File: config.mk
export PLATFORM = sky130hd
export DESIGN_NAME = snitch_shared_muldiv_arb
export DESIGN_NICKNAME = d
export VERILOG_FILES = /design/src/rtl/snitch_shared_muldiv_pkg.sv /design/src/rtl/snitch_shared_muldiv_arb_chk.sv /design/src/rtl/snitch_shared_muldiv_rr_arb.sv /design/src/rtl/snitch_shared_muldiv_arb.sv
export SDC_FILE = /design/constraint.sdc
export NUM_CORES = 1
export LEC_CHECK = 0
export ABC_AREA = 1
export BUFFER_PORTS_ARGS = -buffer_cell sky130_fd_sc_hd__buf_2
export CORE_AREA = 2 2 401 403
export CTS_BUF_LIST = sky130_fd_sc_hd__clkbuf_8
export DETAILED_ROUTE_END_ITERATION = 12
export DIE_AREA = 0 0 403 405
export SYNTH_ARGS = -nofsm -noshare
export SYNTH_HDL_FRONTEND = slang
export SYNTH_SLANG_ARGS = --single-unit
File: constraint.sdc
create_clock -name clk_i -period 3.65 [get_ports clk_i]
set_input_delay 0.5475 -clock clk_i [delete_from_list [all_inputs] [get_ports clk_i]]
set_output_delay 0.5475 -clock clk_i [all_outputs]
set_load 0.05 [all_outputs]
File: src/rtl/snitch_shared_muldiv_pkg.sv
// Shared definitions for the shared mul/div request arbiter.
// The request and response records depend on the block's width parameters.
// They are therefore declared inside the top module, built from the widths
// defined here.
package snitch_shared_muldiv_pkg;

  localparam int unsigned AddrWidth  = 32;
  localparam int unsigned InstrWidth = 32;

  // Width of the port index prepended to the transaction ID (at least one bit).
  function automatic int unsigned port_idx_width(input int unsigned nr_ports);
    return (nr_ports > 32'd1) ? $clog2(nr_ports) : 32'd1;
  endfunction

  // Width of a per-port outstanding counter able to hold 0..max_out.
  function automatic int unsigned cnt_width(input int unsigned max_out);
    return (max_out > 32'd0) ? $clog2(max_out + 32'd1) : 32'd1;
  endfunction

endpackage

File: src/rtl/snitch_shared_muldiv_arb_chk.sv
// Run-time checks for the shared mul/div arbiter: response routing and counter range.
module snitch_shared_muldiv_arb_chk #(
  parameter int unsigned NrPorts        = 4,
  parameter int unsigned CntWidth       = 2,
  parameter int unsigned MaxOutstanding = 2
) (
  input logic                              clk_i,
  input logic                              rst_ni,
  input logic                              resp_misrouted_i,
  input logic [NrPorts-1:0]                underflow_i,
  input logic [NrPorts-1:0][CntWidth-1:0]  cnt_i
);

  // A response carrying a port index that does not exist is dropped.
  a_resp_idx_valid: assert property (@(posedge clk_i) disable iff (!rst_ni) !resp_misrouted_i);

  for (genvar i = 0; i < NrPorts; i++) begin : gen_port_chk
    // A response handshake must never find an empty counter.
    a_no_underflow: assert property (@(posedge clk_i) disable iff (!rst_ni) !underflow_i[i]);
    // A counter must never exceed the outstanding limit.
    a_cnt_range: assert property (@(posedge clk_i) disable iff (!rst_ni)
                                  32'(cnt_i[i]) <= MaxOutstanding);
  end

endmodule

File: src/rtl/snitch_shared_muldiv_rr_arb.sv
// Round-robin grant over an eligibility mask. The pointer moves past the
// served port only when the grant is actually taken.
module snitch_shared_muldiv_rr_arb
  import snitch_shared_muldiv_pkg::*;
#(
  parameter int unsigned NrPorts = 4,
  localparam int unsigned IdxWidth = port_idx_width(NrPorts)
) (
  input  logic                clk_i,
  input  logic                rst_ni,
  input  logic [NrPorts-1:0]  eligible_i,
  input  logic                advance_i,
  output logic [NrPorts-1:0]  gnt_o,
  output logic [IdxWidth-1:0] gnt_idx_o,
  output logic                gnt_valid_o
);

  logic [IdxWidth-1:0] ptr_r;
  logic [IdxWidth-1:0] idx_s;
  logic                found_s;

  // Search from the pointer onwards, wrapping once, for the first eligible port.
  always_comb begin
    int unsigned sum_s;
    int unsigned cand_s;
    logic        hit_s;
    sum_s   = 32'd0;
    cand_s  = 32'd0;
    hit_s   = 1'b0;
    idx_s   = '0;
    found_s = 1'b0;
    for (int unsigned off = 0; off < NrPorts; off++) begin
      sum_s   = 32'(ptr_r) + off;
      cand_s  = (sum_s >= NrPorts) ? (sum_s - NrPorts) : sum_s;
      hit_s   = !found_s && eligible_i[IdxWidth'(cand_s)];
      idx_s   = hit_s ? IdxWidth'(cand_s) : idx_s;
      found_s = found_s || hit_s;
    end
  end

  // Present the winner as both an index and a one-hot vector.
  always_comb begin
    gnt_o        = '0;
    gnt_o[idx_s] = found_s;
    gnt_idx_o    = idx_s;
    gnt_valid_o  = found_s;
  end

  // Move the pointer to the port after the one just served.
  always_ff @(posedge clk_i or negedge rst_ni) begin
    if (!rst_ni) begin
      ptr_r <= '0;
    end else if (advance_i && found_s) begin
      if (idx_s == IdxWidth'(NrPorts - 1)) begin
        ptr_r <= '0;
      end else begin
        ptr_r <= idx_s + IdxWidth'(1);
      end
    end
  end

endmodule

File: src/rtl/snitch_shared_muldiv_arb.sv
// Request arbiter and response router letting NrPorts cores share one mul/div unit.
module snitch_shared_muldiv_arb
  import snitch_shared_muldiv_pkg::*;
#(
  parameter int unsigned NrPorts        = 4,
  parameter int unsigned IdWidth        = 5,
  parameter int unsigned DataWidth      = 32,
  parameter int unsigned MaxOutstanding = 2,
  localparam int unsigned PortIdxWidth  = port_idx_width(NrPorts),
  localparam int unsigned OutIdWidth    = IdWidth + PortIdxWidth
) (
  input  logic                                 clk_i,
  input  logic                                 rst_ni,
  input  logic [NrPorts-1:0][AddrWidth-1:0]    core_qaddr_i,
  input  logic [NrPorts-1:0][IdWidth-1:0]      core_qid_i,
  input  logic [NrPorts-1:0][InstrWidth-1:0]   core_qdata_op_i,
  input  logic [NrPorts-1:0][DataWidth-1:0]    core_qdata_arga_i,
  input  logic [NrPorts-1:0][DataWidth-1:0]    core_qdata_argb_i,
  input  logic [NrPorts-1:0][DataWidth-1:0]    core_qdata_argc_i,
  input  logic [NrPorts-1:0]                   core_qvalid_i,
  output logic [NrPorts-1:0]                   core_qready_o,
  output logic [NrPorts-1:0][DataWidth-1:0]    core_pdata_o,
  output logic [NrPorts-1:0][IdWidth-1:0]      core_pid_o,
  output logic [NrPorts-1:0]                   core_perror_o,
  output logic [NrPorts-1:0]                   core_pvalid_o,
  input  logic [NrPorts-1:0]                   core_pready_i,
  output logic [AddrWidth-1:0]                 acc_qaddr_o,
  output logic [OutIdWidth-1:0]                acc_qid_o,
  output logic [InstrWidth-1:0]                acc_qdata_op_o,
  output logic [DataWidth-1:0]                 acc_qdata_arga_o,
  output logic [DataWidth-1:0]                 acc_qdata_argb_o,
  output logic [DataWidth-1:0]                 acc_qdata_argc_o,
  output logic                                 acc_qvalid_o,
  input  logic                                 acc_qready_i,
  input  logic [DataWidth-1:0]                 acc_pdata_i,
  input  logic [OutIdWidth-1:0]                acc_pid_i,
  input  logic                                 acc_perror_i,
  input  logic                                 acc_pvalid_i,
  output logic                                 acc_pready_o
);

  localparam int unsigned CntWidth = cnt_width(MaxOutstanding);

  typedef struct packed {
    logic [AddrWidth-1:0]  addr;
    logic [InstrWidth-1:0] op;
    logic [DataWidth-1:0]  arga;
    logic [DataWidth-1:0]  argb;
    logic [DataWidth-1:0]  argc;
    logic [OutIdWidth-1:0] id;
  } acc_req_t;

  typedef struct packed {
    logic [DataWidth-1:0] data;
    logic [IdWidth-1:0]   id;
    logic                 error;
  } core_rsp_t;

  acc_req_t                          req_r;
  acc_req_t                          sel_req_s;
  logic                              req_valid_r;
  logic                              stage_free_s;
  logic                              take_s;
  logic [NrPorts-1:0]                eligible_s;
  logic [NrPorts-1:0]                gnt_s;
  logic [PortIdxWidth-1:0]           gnt_idx_s;
  logic                              gnt_valid_s;
  logic [NrPorts-1:0]                inc_s;
  logic [NrPorts-1:0]                dec_s;
  logic [NrPorts-1:0]                underflow_s;
  logic [NrPorts-1:0][CntWidth-1:0]  cnt_s;
  logic [PortIdxWidth-1:0]           resp_idx_s;
  logic                              resp_idx_ok_s;
  logic [NrPorts-1:0]                resp_sel_s;
  core_rsp_t                         rsp_s;

  // The register can take a new request when empty or when it is being drained.
  assign stage_free_s = !req_valid_r || acc_qready_i;
  assign take_s       = stage_free_s && gnt_valid_s;
  assign core_qready_o = gnt_s & {NrPorts{stage_free_s}};

  snitch_shared_muldiv_rr_arb #(
    .NrPorts (NrPorts)
  ) i_rr_arb (
    .clk_i       (clk_i),
    .rst_ni      (rst_ni),
    .eligible_i  (eligible_s),
    .advance_i   (stage_free_s),
    .gnt_o       (gnt_s),
    .gnt_idx_o   (gnt_idx_s),
    .gnt_valid_o (gnt_valid_s)
  );

  // Gather the granted port's fields and tag its ID with the port index.
  always_comb begin
    sel_req_s      = '0;
    sel_req_s.addr = core_qaddr_i[gnt_idx_s];
    sel_req_s.op   = core_qdata_op_i[gnt_idx_s];
    sel_req_s.arga = core_qdata_arga_i[gnt_idx_s];
    sel_req_s.argb = core_qdata_argb_i[gnt_idx_s];
    sel_req_s.argc = core_qdata_argc_i[gnt_idx_s];
    sel_req_s.id   = {gnt_idx_s, core_qid_i[gnt_idx_s]};
  end

  // Output request register: load on grant, empty after acceptance, hold while stalled.
  always_ff @(posedge clk_i or negedge rst_ni) begin
    if (!rst_ni) begin
      req_r       <= '0;
      req_valid_r <= 1'b0;
    end else if (take_s) begin
      req_r       <= sel_req_s;
      req_valid_r <= 1'b1;
    end else if (acc_qready_i) begin
      req_valid_r <= 1'b0;
    end
  end

  assign acc_qaddr_o      = req_r.addr;
  assign acc_qid_o        = req_r.id;
  assign acc_qdata_op_o   = req_r.op;
  assign acc_qdata_arga_o = req_r.arga;
  assign acc_qdata_argb_o = req_r.argb;
  assign acc_qdata_argc_o = req_r.argc;
  assign acc_qvalid_o     = req_valid_r;

  // Response routing: the upper ID bits name the issuing port.
  assign resp_idx_s    = acc_pid_i[OutIdWidth-1:IdWidth];
  assign resp_idx_ok_s = (32'(resp_idx_s) < NrPorts);
  assign rsp_s         = '{data: acc_pdata_i, id: acc_pid_i[IdWidth-1:0], error: acc_perror_i};
  // An out-of-range index is accepted and dropped so the unit cannot deadlock.
  assign acc_pready_o  = resp_idx_ok_s ? |(core_pready_i & resp_sel_s) : 1'b1;

  for (genvar i = 0; i < NrPorts; i++) begin : gen_port
    logic [CntWidth-1:0] cnt_r;

    assign resp_sel_s[i]    = (resp_idx_s == PortIdxWidth'(i));
    assign core_pvalid_o[i] = acc_pvalid_i && resp_idx_ok_s && resp_sel_s[i];
    assign core_pdata_o[i]  = rsp_s.data;
    assign core_pid_o[i]    = rsp_s.id;
    assign core_perror_o[i] = rsp_s.error;

    assign eligible_s[i]  = core_qvalid_i[i] && (32'(cnt_r) < MaxOutstanding);
    assign inc_s[i]       = core_qvalid_i[i] && core_qready_o[i];
    assign dec_s[i]       = core_pvalid_o[i] && core_pready_i[i];
    assign underflow_s[i] = dec_s[i] && !inc_s[i] && (cnt_r == '0);
    assign cnt_s[i]       = cnt_r;

    // Count this port's requests that are in flight downstream.
    always_ff @(posedge clk_i or negedge rst_ni) begin
      if (!rst_ni) begin
        cnt_r <= '0;
      end else begin
        case ({inc_s[i], dec_s[i]})
          2'b10:   cnt_r <= cnt_r + CntWidth'(1);
          2'b01:   cnt_r <= (cnt_r != '0) ? (cnt_r - CntWidth'(1)) : cnt_r;
          default: cnt_r <= cnt_r;
        endcase
      end
    end
  end

  snitch_shared_muldiv_arb_chk #(
    .NrPorts        (NrPorts),
    .CntWidth       (CntWidth),
    .MaxOutstanding (MaxOutstanding)
  ) i_chk (
    .clk_i            (clk_i),
    .rst_ni           (rst_ni),
    .resp_misrouted_i (acc_pvalid_i && !resp_idx_ok_s),
    .underflow_i      (underflow_s),
    .cnt_i            (cnt_s)
  );

endmodule

Word-level counts from Yosys, hierarchy flattened
Cells that the tools add are included.
W data, S select, Z words.

operators by class
  reduce and logical (&&, ||, !) cells = 44
  $lt $le $gt $ge = 14
  equality and inequality tests = 16
  $add $sub $neg = 16
  bitwise operators = 3
  multiplexer cells = 41

operator list
  kind                   count
  $bmux W32 S2           5
  $mux W32               5
  $mux W2                13
  $logic_and A1 B1 Y1    21
  $reduce_bool A2 Y1     9
  $pmux W2 S2            4
  $sub A2 B1 Y2 const B  8
  $lt A2 B3 Y1 const B   5
  $eq A2 B2 Y1 const B   7
  $and A4 B4 Y4          3
  $add A2 B1 Y2 const B  5
  $bmux W5 S2            1
  $eq A2 B1 Y1 const B   5
  $ge A3 B3 Y1 const B   3
  $bmux W1 S2            4
  $lt A2 B2 Y1 const B   4
  $ne A2 B2 Y1 const B   4
  $reduce_and A2 Y1      4
  $mux W1                7
  $add A2 B2 Y3 const B  2
  $mux W5                1
  $logic_not A1 Y1       4
  $logic_or A1 B1 Y1     4
  $reduce_or A4 Y1       1
  5 further kinds        5

word-level totals
  register bits = 178
  bits of input ports = 712

Longest topological paths before layout
Gate-level depths: netlist of the first run.

  depth in word-level cells = 23
  gate-level depth with buffers = 22

Hierarchy
A second synthesis of the first run with hierarchy kept.

second synthesis, totals
  cells, all modules = 1,986
  area, all modules = 13,341.5 um^2

by module, submodules not included
  module                       times used  sequential area each (um^2)  cells each  area an instance (um^2)
  snitch_shared_muldiv_arb     1           4,404.2                      1,904       12,856.1
  snitch_shared_muldiv_rr_arb  1           50.0                         82          485.5

Least setup slack after synthesis of the first run
Ideal clock, no wire load.

  path type = register to output
  from = register i_rr_arb.ptr_r[0]
  to = output core_qready_o[3]
  data arrival time = 2.585 ns
  buffers on the path = 4
  path slack = 0.517 ns
  cell stages (with the launch flop) = 17
  path through = dfrtp_1 > buf_6 > inv_4 > nand3_1 > nand3_1 > nand2_2 > nand2_2 > nand2_1 > nand2_2 > nand3_1 > buf_6 > buf_2 > buf_2 > inv_1 > ha_1 > inv_1 > nor2_1

between the ends
  longest elaborated chain between the ends = 19
  elaborated cells on any way between the ends = 43

RTL lines
  what                                                                line                                                                  source
  start, declared                                                     snitch_shared_muldiv_rr_arb.sv:18                                     logic [IdxWidth-1:0] ptr_r;
  start signal, assigned                                              snitch_shared_muldiv_rr_arb.sv:57                                     ptr_r <= idx_s + IdxWidth'(1);
  $add A2 B1 Y3, or another cell as far along                         snitch_shared_muldiv_rr_arb.sv:33                                     sum_s = 32'(ptr_r) + off;
  $ge A3 B3 Y1, or another cell as far along                          snitch_shared_muldiv_rr_arb.sv:34                                     cand_s = (sum_s >= NrPorts) ? (sum_s - NrPorts) : sum_s;
  $mux W2 or $bmux W1 S2 (tied branches)                              snitch_shared_muldiv_rr_arb.sv:34, snitch_shared_muldiv_rr_arb.sv:35
  $bmux W1 S2 or $mux W1 (tied branches)                              snitch_shared_muldiv_rr_arb.sv:35                                     hit_s = !found_s && eligible_i[IdxWidth'(cand_s)];
  $mux W1 (implied by the code) or $logic_not A1 Y1 (tied branches)   snitch_shared_muldiv_rr_arb.sv:35
  $logic_and A1 B1 Y1                                                 snitch_shared_muldiv_rr_arb.sv:35
  $logic_or A1 B1 Y1                                                  snitch_shared_muldiv_rr_arb.sv:37                                     found_s = found_s || hit_s;
  $logic_not A1 Y1                                                    snitch_shared_muldiv_rr_arb.sv:35
  [3 not listed]                                                      --
  $logic_and A1 B1 Y1                                                 snitch_shared_muldiv_rr_arb.sv:35
  $mux W2                                                             snitch_shared_muldiv_rr_arb.sv:36                                     idx_s = hit_s ? IdxWidth'(cand_s) : idx_s;
  $lt A2 B3 Y1 (implied by the code) or $ge A2 B1 Y1 (tied branches)  snitch_shared_muldiv_rr_arb.sv:44                                     gnt_o[idx_s] = found_s;
  $logic_and A1 B1 Y1 (implied by the code)                           snitch_shared_muldiv_rr_arb.sv:44
  $mux W1 (implied by the code)                                       snitch_shared_muldiv_rr_arb.sv:44
  $demux W1 S2                                                        --
  $and A4 B4 Y4 (no source line) *                                    --
  $and A4 B4 Y4 *                                                     snitch_shared_muldiv_arb.sv:80                                        assign core_qready_o = gnt_s & {NrPorts{stage_free_s}};
  end, declared                                                       snitch_shared_muldiv_arb.sv:21                                        output logic [NrPorts-1:0] core_qready_o,

Mark *: on every way between the ends. The rest lies on a longest branch, timed or not. The select of a mux whose other input is x is not followed.

Worst setup path after layout of the first run
Ends and elaborated chain as after synthesis.

==> results of run 1 <==
==> registers in the layout (all words and copies together), names as in the netlist <==
signal / count
gen_port.cnt_r: 8
acc_qid_o: 7
acc_qaddr_o: 32
acc_qdata_argb_o: 32
acc_qdata_argc_o: 32
i_rr_arb.ptr_r: 2
acc_qvalid_o: 1
acc_qdata_op_o: 32
acc_qdata_arga_o: 32
==> cell usage in the layout, fill, tap and decap left out, types with 4 or more instances in the layout <==
cell	count
nand2_2	4
o21ai_0	5
a21oi_1	4
clkbuf_8	17
nand2_1	966
buf_2	845
dfrtp_1	177
o211ai_1	48
nand3_1	336
nor3_1	4
diode_2	12
nor2_1	8
clkinv_8	6
buf_4	62
buf_12	22
nor2_4	5
nand4_1	287
inv_1	635
==> power by group through the flow <==
stage	logic (W)	registers (W)	clock network (W)
after global placement	0.0236	0.00380	0
final	0.0238	0.00377	0.00173
after floorplan	0.0126	0.00684	0
after CTS	0.0238	0.00378	0.00191
after detailed placement	0.0237	0.00380	0
after global routing	0.0259	0.00389	0.00194
==> cells by family after synthesis <==
family | after synthesis | share of synthesized area
AND/OR/NAND/NOR | 1619 | 0.436
buffers and inverters | 996 | 0.269
flip-flops | 178 | 0.268
AO/OA/AOI/OAI | 61 | 0.0259
adder cells (fa/ha/maj) | 1 | 0.000752
==> worst max-delay path by stage <==
stage | start | endpoint | slack, ps | cells after the start
floorplan | i_rr_arb.ptr_r[0]$_DFFE_PN0P_ | core_qready_o[3] | 520 | 16
global placement | core_qvalid_i[3] | acc_qdata_argc_o[7]$_DFFE_PN0P_ | 490 | 9
detailed placement | core_qvalid_i[3] | acc_qaddr_o[15]$_DFFE_PN0P_ | 350 | 9
CTS | i_rr_arb.ptr_r[0]$_DFFE_PN0P_ | core_qready_o[1] | 20 | 10
global route | i_rr_arb.ptr_r[0]$_DFFE_PN0P_ | core_qready_o[1] | 10 | 12
finish | i_rr_arb.ptr_r[0]$_DFFE_PN0P_ | core_qready_o[3] | 260 | 13
==> stage by stage <==
step	power, W	util	hold WS (ps)	cells	area (um^2)
floorplan	0.0194	-	252	2855	16600
global placement	0.0274	0.140	459	5508	22300
detailed placement	0.0275	0.140	461	5508	22300
CTS	0.0295	0.143	4.54	5541	22800
global route	0.0317	0.144	34.5	5560	22900
finish	0.0293	0.144	152	5561	22900
==> worst reg2reg max path: stages, from the launching register on <==
cell	delay, ps
dfrtp_2	510
inv_4	180
nand2_1	80
nand2_1	150
nand3_1	120
nand2_2	130
nand2_2	100
nand3_4	160
buf_12	290
nand4_1	870
nand3_1	190
nand2_1	60
nand2_1	50
nand2_1	60
==> area by class of cell <==
cell class	instances	share of cell area
Clock inverter	15	0.00868
Clock buffer	17	0.0102
Tap cell	2086	0.114
Antenna cell	12	0.00131
Sequential cell	178	0.194
Timing Repair Buffer	932	0.226
Inverter	639	0.105
Multi-Input combinational cell	1682	0.341
==> metal layers <==
metal / GRT usage / part of all wire / vias to the layer above
li1: - / - / 9873
met1: 0.150 / 0.38 / 9984
met2: 0.224 / 0.49 / 1148
met3: 0.0428 / 0.089 / 195
met4: 0.0533 / 0.038 / 32
met5: 0.00476 / 0.0029 / -
==> repair_timing <==
action	4_1_cts	5_1_grt
buffers inserted	0	6
endpoints found under the hold margin	59	0
gates resized for setup	8	5
endpoints found under the setup margin	4	4
cloned	0	1
hold buffers	1	0
pin swaps	1	3
==> results.tsv, run 1 <==
metric	value	unit
Starting Density	0.104	
ys async rst share	1.00	
die area	0.163	mm^2
Crit. End Element	primary output	
number of cell rows	147	
CTS tree	done	
Worst Path Arrival	2840	ps
most numerous cell in the Yosys netlist	nand2_1	
LEAKAGE	13.8	nW
Yosys reg bits	178	
Clock power frac	0.059	
hold crit path type	in -> reg	
Inserted Clock Buffers	17	
hpwl dp	90100	um
largest net degree at the start of global routing	116	
CP Cell Sequence	inv_4, nand2_1, nand2_1, nand3_1, nand2_2, nand2_2, nand3_4, nand3_4, inv_1, ha_1, inv_1, nor2_4, buf_12	
Seq pwr share	0.129	
post-route ant nets	0	
# fillers	18700	
post-synthesis sequential area ratio	0.268	
final setup fails	0	
Tcrit/Tclk final	0.929	
Switch Pwr	0.0193	W
RSZ-0062 raised after global routing	no	
Reg-to-Reg Start	i_rr_arb.ptr_r[0]$_DFFE_PN0P_	
clk_lat worst skew	650	ps
vias in the first global route	20000	
VDD IR max	995	uV
status	finished, final reports clean	
Worst Setup Start Kind	register	
setup ws final	259	ps
antenna violations before repair	45	
GR Overflow Total	0	
number of library cell types mapped by synthesis	25	
commonest cells in the synthesized netlist	nand2_1 (969), inv_1 (635), nand3_1 (338)	
syn_area_per_cell	5.83	um^2
post-synth net total	3568	
Final Slew Violations	0	
Detailed Route Iter0 Violations	1897	
R2R depth	13	
Reg clk slew, reported paths	160	ps
Final Hold Viols	0	
Mapped Cells	2855	
setup_tns	0	ps
Post-synth EDFFs	0	
hold endpoint	acc_qaddr_o[18]$_DFFE_PN0P_	
Max Root-Sink Buffers	2	
Max-slew headroom	0.378	
Sw Share	0.659	
ys flop type	dfrtp_1	
Max-Cap Viols	0	
Worst Min Path Start	core_qaddr_i[114]	
Residual DRC	0	
CP Max Fanout	9	
Worst Tran Pin Value	930	ps
first-pass GRT wire length	151000	um
FF-to-FF End	acc_qdata_argb_o[11]$_DFFE_PN0P_	
fin crit period	3390	ps
Crit-path slowest cell	dfrtp_2	
CTS Root Cell	clkbuf_8	
dpl ws	354	ps
worst-case clock skew	30.8	ps
Post-Syn Area	0.0166	mm^2
Setup Crit Path Kind	reg -> out	
CP delay by family, top	simple AND/OR/NAND/NOR gates	
proportion of layout cells with a drive suffix above 1	0.285	
Int Pwr	0.0100	W
total number of vias	21200	
total track usage	0.131	
WHS Path Cells	3	
logic gate share of total power	0.812	
area of the multi-input gates	0.00782	mm^2
register area	0.00446	mm^2
reg-to-reg setup timing slack	590	ps
Yosys top cell area share	0.268	
TritonRoute pass-1 iters	6	
Synth area leader	dfrtp_1	
Die Width	403	um
vias per cell	3.82	
CTS Sinks	178	
I/O pins	1041	
Layout area overhead	37.8	%
wire length per cell	20.0	um
top post-synthesis cells by area	dfrtp_1 (27%), nand2_1 (22%), inv_1 (14%)	
critical path required time	3100	ps
input/output buffers	850	
Max Fclk	295	MHz
CP Buf/Inv Count	4	
routed wire length	111000	um
RePlAce Congestion	0.974	
H-Tree Depth	4	
Die Ht	405	um
power per cell area	1280	mW/mm^2
Synthesis Warnings	0	
nets@finish	4163	
slowest stage delay, CP	510	ps
Core Area	0.159	mm^2
Power figures use the tool's default switching activity.
==> run 2: changes to the inputs <==
--- a/config.mk
+++ b/config.mk
@@ -5,12 +5,12 @@
 export SDC_FILE = /design/constraint.sdc
 export NUM_CORES = 1
 export LEC_CHECK = 0
-export ABC_AREA = 1
 export BUFFER_PORTS_ARGS = -buffer_cell sky130_fd_sc_hd__buf_2
-export CORE_AREA = 2 2 401 403
+export CORE_AREA = 2 2 410 412
 export CTS_BUF_LIST = sky130_fd_sc_hd__clkbuf_8
 export DETAILED_ROUTE_END_ITERATION = 12
-export DIE_AREA = 0 0 403 405
+export DIE_AREA = 0 0 412 414
+export SETUP_SLACK_MARGIN = 0.4
 export SYNTH_ARGS = -nofsm -noshare
 export SYNTH_HDL_FRONTEND = slang
 export SYNTH_SLANG_ARGS = --single-unit
==> results.tsv, run 2 <==
metric	value	unit
CTS Sinks	178	
antenna violations before repair	98	
proportion of layout cells with a drive suffix above 1	0.584	
Final Slew Violations	0	
Final Instance Area	0.0195	mm^2
Starting Density	0.0787	
clk_lat worst skew	650	ps
commonest cells in the synthesized netlist	mux2i_1 (330), nand2_1 (181), dfrtp_1 (178)	
Tcrit/Tclk final	0.854	
most numerous cell in the Yosys netlist	mux2i_1	
dpl cells	4050	
Residual DRC	0	
Max-Cap Viols	0	
Setup Crit Path Kind	reg -> out	
GR Overflow Total	0	
Final Hold Viols	0	
vias per cell	3.19	
largest net degree at the start of global routing	88	
Post-synth EDFFs	0	
WHS Path Cells	3	
input/output buffers	850	
setup_tns	0	ps
post-synthesis sequential area ratio	0.341	
Die Ht	414	um
post-route ant nets	0	
syn_area_per_cell	11.1	um^2
critical path required time	3100	ps
TritonRoute pass-1 iters	6	
Worst Min Path Start	core_qaddr_i[122]	
most frequent cells in the layout	buf_2 (846), mux2i_1 (330), nand2_1 (179)	
status	finished, final reports clean	
Worst Path Arrival	2570	ps
number of library cell types mapped by synthesis	47	
hold slack	201	ps
RePlAce Congestion	0.976	
die area	0.171	mm^2
VDD IR max	450	uV
worst-case clock skew	48.5	ps
number of cell rows	150	
Crit-path slowest cell	or3b_2	
ys async rst share	1.00	
Max-slew headroom	0.460	
slowest stage delay, CP	490	ps
Mapped Cells	1182	
CTS tree	done	
FF-to-FF End	acc_qdata_arga_o[30]$_DFFE_PN0P_	
Synth area leader	dfrtp_1	
Inserted Clock Buffers	17	
post-synth net total	1895	
top post-synthesis cells by area	dfrtp_1 (34%), mux2i_1 (25%), o221ai_2 (16%)	
LEAKAGE	9.24	nW
H-Tree Depth	4	
wire length per cell	23.2	um
hold crit path type	in -> reg	
Core Area	0.166	mm^2
I/O pins	1041	
CTS Root Cell	clkbuf_8	
Post-Syn Area	0.0131	mm^2
Yosys reg bits	178	
RSZ-0062 raised after global routing	no	
nets@finish	2585	
first-pass GRT wire length	122000	um
CP Buf/Inv Count	2	
ys flop type	dfrtp_1	
reg-to-reg setup timing slack	750	ps
Layout area overhead	49.2	%
fin crit period	3120	ps
Reg-to-Reg Start	i_rr_arb.ptr_r[0]$_DFFE_PN0P_	
total number of vias	13100	
total track usage	0.109	
R2R depth	9	
power per cell area	837	mW/mm^2
Die Width	412	um
Worst Tran Pin Value	810	ps
# fillers	19200	
commonest non-fill, non-tap cell in the layout	buf_2	
hpwl dp	83600	um
placed cell area	0.0190	mm^2
Synthesis Warnings	0	
hold endpoint	acc_qaddr_o[26]$_DFFE_PN0P_	
Non-Filler Instances	4111	
CP Max Fanout	9	
CP Cell Sequence	or3b_2, o311a_1, or2_4, clkinv_4, ha_1, and2_1, buf_6	
Max Root-Sink Buffers	2	
Crit. End Element	primary output	
Reg clk slew, reported paths	150	ps
Detailed Route Iter0 Violations	863	
Worst Setup Start Kind	register	
final setup fails	0	
routed wire length	95400	um
Yosys top cell area share	0.341	
Max Fclk	321	MHz
vias in the first global route	13000	
CP delay by family, top	simple AND/OR/NAND/NOR gates	
==> run 2: final cells by class <==
cell class,count,area [um^2],share of cell area
inverters,5,23.8,0.00122
clock inverters,14,131,0.00673
clock buffers,17,234,0.0120
well taps,2204,2760,0.141
flip-flops and latches,178,4460,0.228
multi-input cells,754,6890,0.353
diodes,23,57.6,0.00295
repair buffers,916,4960,0.254
==> run 2: kinds of logic after synthesis <==
kind of cell               synth area share
adders and majority gates          0.000957
muxes                                 0.254
DFF                                   0.341
AOI/OAI and AO/OA                     0.191
and+or+nand+nor                      0.0764
buffers and inverters                 0.137
==> run 2: repair_timing <==
| action | in CTS | in global routing |
|---|---|---|
| buffers inserted | 6 | 0 |
| setup endpoints to repair | 4 | 3 |
| hold buffers | 1 | 0 |
| resized for setup | 7 | 3 |
| pin swaps | 1 | 0 |
| hold endpoints to repair | 61 | 0 |
==> run 2: worst max-delay path by stage <==
stage,from,end,depth (start not counted)
2_1_floorplan,acc_qvalid_o$_DFFE_PN0P_,core_qready_o[0],5
3_3_place_gp,core_qvalid_i[0],core_qready_o[1],7
3_5_place_dp,core_qvalid_i[0],core_qready_o[1],7
4_1_cts,gen_port[3].cnt_r[1]$_DFFE_PN0P_,core_qready_o[1],7
5_1_grt,i_rr_arb.ptr_r[0]$_DFFE_PN0P_,core_qready_o[3],7
6_report,i_rr_arb.ptr_r[0]$_DFFE_PN0P_,core_qready_o[3],7
==> run 2: worst reg2reg max path: stages, from the launching register on <==
cell and delay (ps):
dfrtp_1 430, buf_4 150, nor4b_1 380, a211oi_2 120
nand2_4 120, buf_12 230, buf_12 570, mux2i_1 460
buf_4 230, o221ai_2 100
==> run 2: where the power goes <==
part	internal [W]	total, W	switching (W)
combinational	0.00340	0.0113	0.00787
clock	0.000542	0.00151	0.000968
sequential	0.00292	0.00355	0.000631
==> run 2: through the flow <==
stage / power [W] / util / setup WS (ps)
after floorplan: 0.0117 / - / 833
after global placement: 0.0149 / 0.114 / 466
after detailed placement: 0.0150 / 0.114 / 577
after CTS: 0.0167 / 0.117 / 399
after global routing: 0.0173 / 0.117 / 402
final: 0.0163 / 0.117 / 534
==> run 2: per-layer routing <==
metal  vias to the layer above  wire length (um)  track usage
li1                       5685                 -            -
met1                      6371             32800        0.111
met2                       726             45600        0.179
met3                       263             13300       0.0658
met4                        64              3210       0.0415
met5                         -               425            0
